## src/rtl/td4_datapath.sv

```systemverilog
// TD4 register/ALU datapath: source mux, WIDTH-bit adder with carry out,
// A/B/OUT registers, program counter and carry flag.
module td4_datapath #(
  parameter int               WIDTH    = 4,
  parameter logic [WIDTH-1:0] PC_RESET = '0
) (
  input  logic             clk,
  input  logic             rst_n,
  input  logic             step_en,
  input  logic [1:0]       sel,
  input  logic [3:0]       load,
  input  logic [WIDTH-1:0] imm,
  input  logic [WIDTH-1:0] in_port,
  output logic [WIDTH-1:0] out_port,
  output logic [WIDTH-1:0] pc,
  output logic             carry_flag,
  output logic [WIDTH-1:0] reg_a,
  output logic [WIDTH-1:0] reg_b
);

  // Index 0 = A, 1 = B, 2 = OUT, matching load[2:0].
  logic [WIDTH-1:0] gpr_reg [3];
  logic [WIDTH-1:0] pc_reg;
  logic             carry_reg;

  logic [WIDTH-1:0] src;
  logic [WIDTH:0]   sum;
  logic [WIDTH-1:0] res_next;
  logic             carry_next;
  logic [WIDTH-1:0] pc_next;

  always_comb begin
    src = '0;
    case (sel)
      2'b00:   src = gpr_reg[0];
      2'b01:   src = gpr_reg[1];
      2'b10:   src = in_port;
      default: src = '0;
    endcase
  end

  assign sum        = {1'b0, src} + {1'b0, imm};
  assign res_next   = sum[WIDTH-1:0];
  assign carry_next = sum[WIDTH];
  assign pc_next    = load[3] ? pc_reg + 1'b1 : res_next;

  genvar gi;
  generate
    for (gi = 0; gi < 3; gi++) begin : g_gpr
      always_ff @(posedge clk) begin
        if (!rst_n)
          gpr_reg[gi] <= '0;
        else if (step_en && !load[gi])
          gpr_reg[gi] <= res_next;
      end
    end
  endgenerate

  // Carry updates on every executed instruction, including jumps and no-writes.
  always_ff @(posedge clk) begin
    if (!rst_n) begin
      pc_reg    <= PC_RESET;
      carry_reg <= 1'b0;
    end else if (step_en) begin
      pc_reg    <= pc_next;
      carry_reg <= carry_next;
    end
  end

  assign reg_a      = gpr_reg[0];
  assign reg_b      = gpr_reg[1];
  assign out_port   = gpr_reg[2];
  assign pc         = pc_reg;
  assign carry_flag = carry_reg;

endmodule
```

## config.mk

```make
export PLATFORM = sky130hd
export DESIGN_NAME = td4_datapath
export DESIGN_NICKNAME = d
export VERILOG_FILES = /design/src/rtl/td4_datapath.sv
export SDC_FILE = /design/constraint.sdc
export NUM_CORES = 1
export LEC_CHECK = 0
export BUFFER_PORTS_ARGS = -buffer_cell sky130_fd_sc_hd__buf_2
export CORE_UTILIZATION = 43
export DETAILED_ROUTE_END_ITERATION = 8
export PLACE_DENSITY = 0.76
export SYNTH_ARGS = -nofsm -noshare
export SYNTH_HDL_FRONTEND = slang
export SYNTH_SLANG_ARGS = --single-unit
export TNS_END_PERCENT = 50
```

## constraint.sdc

```tcl
create_clock -name clk -period 1.9 [get_ports clk]
set_input_delay 0 -clock clk [delete_from_list [all_inputs] [get_ports clk]]
set_output_delay 0 -clock clk [all_outputs]
set_load 0.02 [all_outputs]
```

==> run_results.csv <==
group,metric,value,unit
die,rows,16,
routing,vias,842,
power_and_ir_drop,peakVddDrop,490,µV
synthesis,synth_cell_types,25,
global_routing,grt_pass1_wl,2930,µm
worst_setup_path,r2r_cells,9,
synthesis,ys_seq_elements,17,
run_status,status,"complete, but fails checks",
hold_path,hp-start,"step_en",
routing,ant_nets,0,
sta,finalCritPeriodShare,104,%
final_layout,fillers,175,
place,dp_slack,-0.171,ns
routing,avgRoutedWirePerCell,13.1,µm
sta,fin_ws,-0.0731,ns
place,io_buffers,33,
global_routing,overflow,0,
worst_setup_path,start_kind,"register",
routing,dr.pass1.iters,5,
sta,tightest_slew,0.583,ns
clock_tree,clock_path_buffers,2,
final_layout,drive_above_1_share,38.9,%
synthesis,netlist_instances,92,
sta,fin_setup_tns,-0.197,ns
power_and_ir_drop,pwr-share-seq,50.5,%
global_routing,grt_max_degree,13,
worst_setup_path,reg2reg_from,"gpr_reg[1][1]$_SDFFCE_PN0P_",
clock_tree,cts_tree,"done",
sta,max_freq,507,MHz
final_layout,final_common_cell,"buf_2",
synthesis,yosys.area.top_type,"edfxtp_1",
power_and_ir_drop,p_sw,278,µW
die,ios,34,
worst_setup_path,crit_slowest_cell,"edfxtp_1",
routing,via_per_inst,5.33,
sta,period_minus_slack,1.97,ns
hold_path,hold_path_class,"in -> reg",
die,die_h,48.3,µm
worst_setup_path,cp_cell_sequence,"mux2i_1 -> nor2_1 -> a21oi_2 -> inv_1 -> ha_1 -> a21o_1 -> a21oi_4 -> xor2_2 -> nor3_1",
worst_setup_path,worst-path-max-fanout,3,
final_layout,final_cells,158,
final_layout,largest_reg_flops,12,
worst_setup_path,worstPathArrival,2.02,ns
clock_tree,cts_buffers,3,
place,place_congestion,0.768,
clock_tree,cts.htree.levels,1,
final_layout,finish.net_count,155,
sta,setup_viol,3,
final_layout,layout_common_cells,"33 x buf_2, 12 x edfxtp_1, 10 x nor2_1, 7 x o21ai_0",
global_routing,grt_use_total,19.4,%
final_layout,antenna_cells,0,
place,dpl.cell_count,153,
worst_setup_path,r2r_slack,-0.07,ns
worst_setup_path,crit_required,1.95,ns
sta,whs,0.0166,ns
power_and_ir_drop,pwr-share-comb,27.4,%
synthesis,yosysSeqAreaShare,50.0,%
final_layout,syn_to_final_growth,30.4,%
synthesis,synth_top_area_share,39.1,%
synthesis,yosysWarnings,0,
sta,slew_headroom,60.7,%
global_routing,antenna_found_initial,0,
die,initial_core_util,46.5,%
clock_tree,cts_sinks,17,
clock_tree,cts_root_buf,"clkbuf_4",
power_and_ir_drop,fin_total_pwr,880,µW
routing,first_iter_violations,22,
run_status,violations,"negative setup slack",
worst_setup_path,slowest_delay,0.39,ns
place,hpwl,1590,µm
sta,rsz0062_at_grt,"yes",
die,core_region_area,1980,µm²
sta,hold_viol,0,
clock_tree,post_cts_buffers,0,
run,drv_cap,0,
clock_tree,insertion_delay,0.29,ns
worst_setup_path,path_class,"reg -> reg",
routing,wl,2070,µm
hold_path,hold_depth,2,
power_and_ir_drop,p_sw_share,31.6,%
clock_tree,clkTransAtPathRegs,0.10,ns
sta,final_max_slew_viol_count,0,
routing,drc_errors,0,
synthesis,synth_area,921,µm²
synthesis,synth_area_leaders,"edfxtp_1 39%, dfxtp_1 11%, ha_1 6.8%",
power_and_ir_drop,p_leak,0.000565,µW
hold_path,min_to,"carry_flag$_SDFFE_PN0P_",
sta,skew,0.00315,ns
power_and_ir_drop,p_int,602,µW
worst_setup_path,end_kind,"register",
die,die_area,2330,µm²
power_and_ir_drop,p_clk_share,22.1,%
worst_setup_path,r2r-end,"gpr_reg[0][3]$_SDFFCE_PN0P_",
synthesis,syn_nets,115,
synthesis,post_synth.cell_area_avg,10.0,µm²
global_routing,grt_pass1_vias,652,
power_and_ir_drop,powerDensity,733,nW/µm²
die,die_w,48.3,µm
worst max-delay path, delay by kind of cell, from the launching register on:
family / cells / cell delay, ns
multiplexers: 1 / 0.16
AND/OR/NAND/NOR: 2 / 0.16
AO/OA/AOI/OAI: 3 / 0.47
XOR/XNOR: 1 / 0.23
buffers and inverters: 1 / 0.06
adder cells (fa/ha/maj): 1 / 0.26
flip-flops: 1 / 0.39
Yosys cell counts:
cell and instances:
or2_2 1, inv_1 6, o21ai_0 8, a22oi_1 2, mux2i_1 4, nor3_1 6
o22ai_1 1, nor2b_1 1, ha_1 5, nor2_1 12, and3_2 1, a21oi_2 2
edfxtp_1 12, dfxtp_1 5, a21o_1 2, clkbuf_1 2, inv_2 1, xor2_1 2
or3_1 2, a21oi_1 5, o221a_1 1, nand2_1 5, a211oi_1 2, fa_1 1
nand3_1 3
layout make-up:
cell class | instances | area (µm²) | area share (%)
Timing Repair Buffer | 37 | 198 | 16.5
Tap cell | 27 | 33.8 | 2.81
Clock inverter | 1 | 5.00 | 0.417
Clock buffer | 3 | 22.5 | 1.88
Inverter | 7 | 26.3 | 2.19
Multi-Input combinational cell | 66 | 455 | 37.9
Sequential cell | 17 | 460 | 38.3
cells by family after synthesis:
family / after synthesis / synth area share (%)
simple gates: 31 / 15.4
compound gates: 23 / 15.8
mux: 4 / 4.35
xor+xnor: 2 / 1.90
buf+inv: 9 / 3.67
fa+ha+maj: 6 / 8.97
flops: 17 / 50.0
power by group through the flow:
stage               logic, µW  clock network, µW  registers (µW)
floorplan                 104                  0             488
global placement          223                  0             451
detailed placement        227                  0             453
CTS                       235                198             444
global route              267                212             448
finish                    241                195             444
per-layer routing:
metal | vias to the layer above | share of wire [%] | track usage [%]
met1 | 377 | 45 | 25.0
met3 | 4 | 8.8 | 3.33
met4 | 0 | 1.7 | 10.0
met2 | 52 | 45 | 31.2
li1 | 409 | - | -
met5 | - | 0 | 0
how the worst max path moves through the flow:
stage	from	end	slack (ns)	cells past startpoint
after detailed placement	gpr_reg[1][1]$_SDFFCE_PN0P_	gpr_reg[1][3]$_SDFFCE_PN0P_	-0.17	9
after CTS	gpr_reg[1][1]$_SDFFCE_PN0P_	gpr_reg[1][3]$_SDFFCE_PN0P_	-0.12	9
after global placement	gpr_reg[1][1]$_SDFFCE_PN0P_	gpr_reg[1][3]$_SDFFCE_PN0P_	-0.14	9
after global routing	gpr_reg[1][1]$_SDFFCE_PN0P_	gpr_reg[0][3]$_SDFFCE_PN0P_	-0.25	9
after floorplan	gpr_reg[1][1]$_SDFFCE_PN0P_	gpr_reg[0][3]$_SDFFCE_PN0P_	-0.11	9
final	gpr_reg[1][1]$_SDFFCE_PN0P_	gpr_reg[0][3]$_SDFFCE_PN0P_	-0.07	9
through the flow:
stage	instance area, µm²	utilization, %
after global placement	1140	57.4
after detailed placement	1140	57.4
final	1200	60.6
after floorplan	925	-
after CTS	1190	59.8
after global routing	1200	60.6
timing repair:
item,CTS,global route
hold buffers,1,0
resized for setup,2,5
endpoints found under the setup margin,7,10
endpoints found under the hold margin,1,0
pin swaps,1,3
Power figures use the tool's default switching activity.
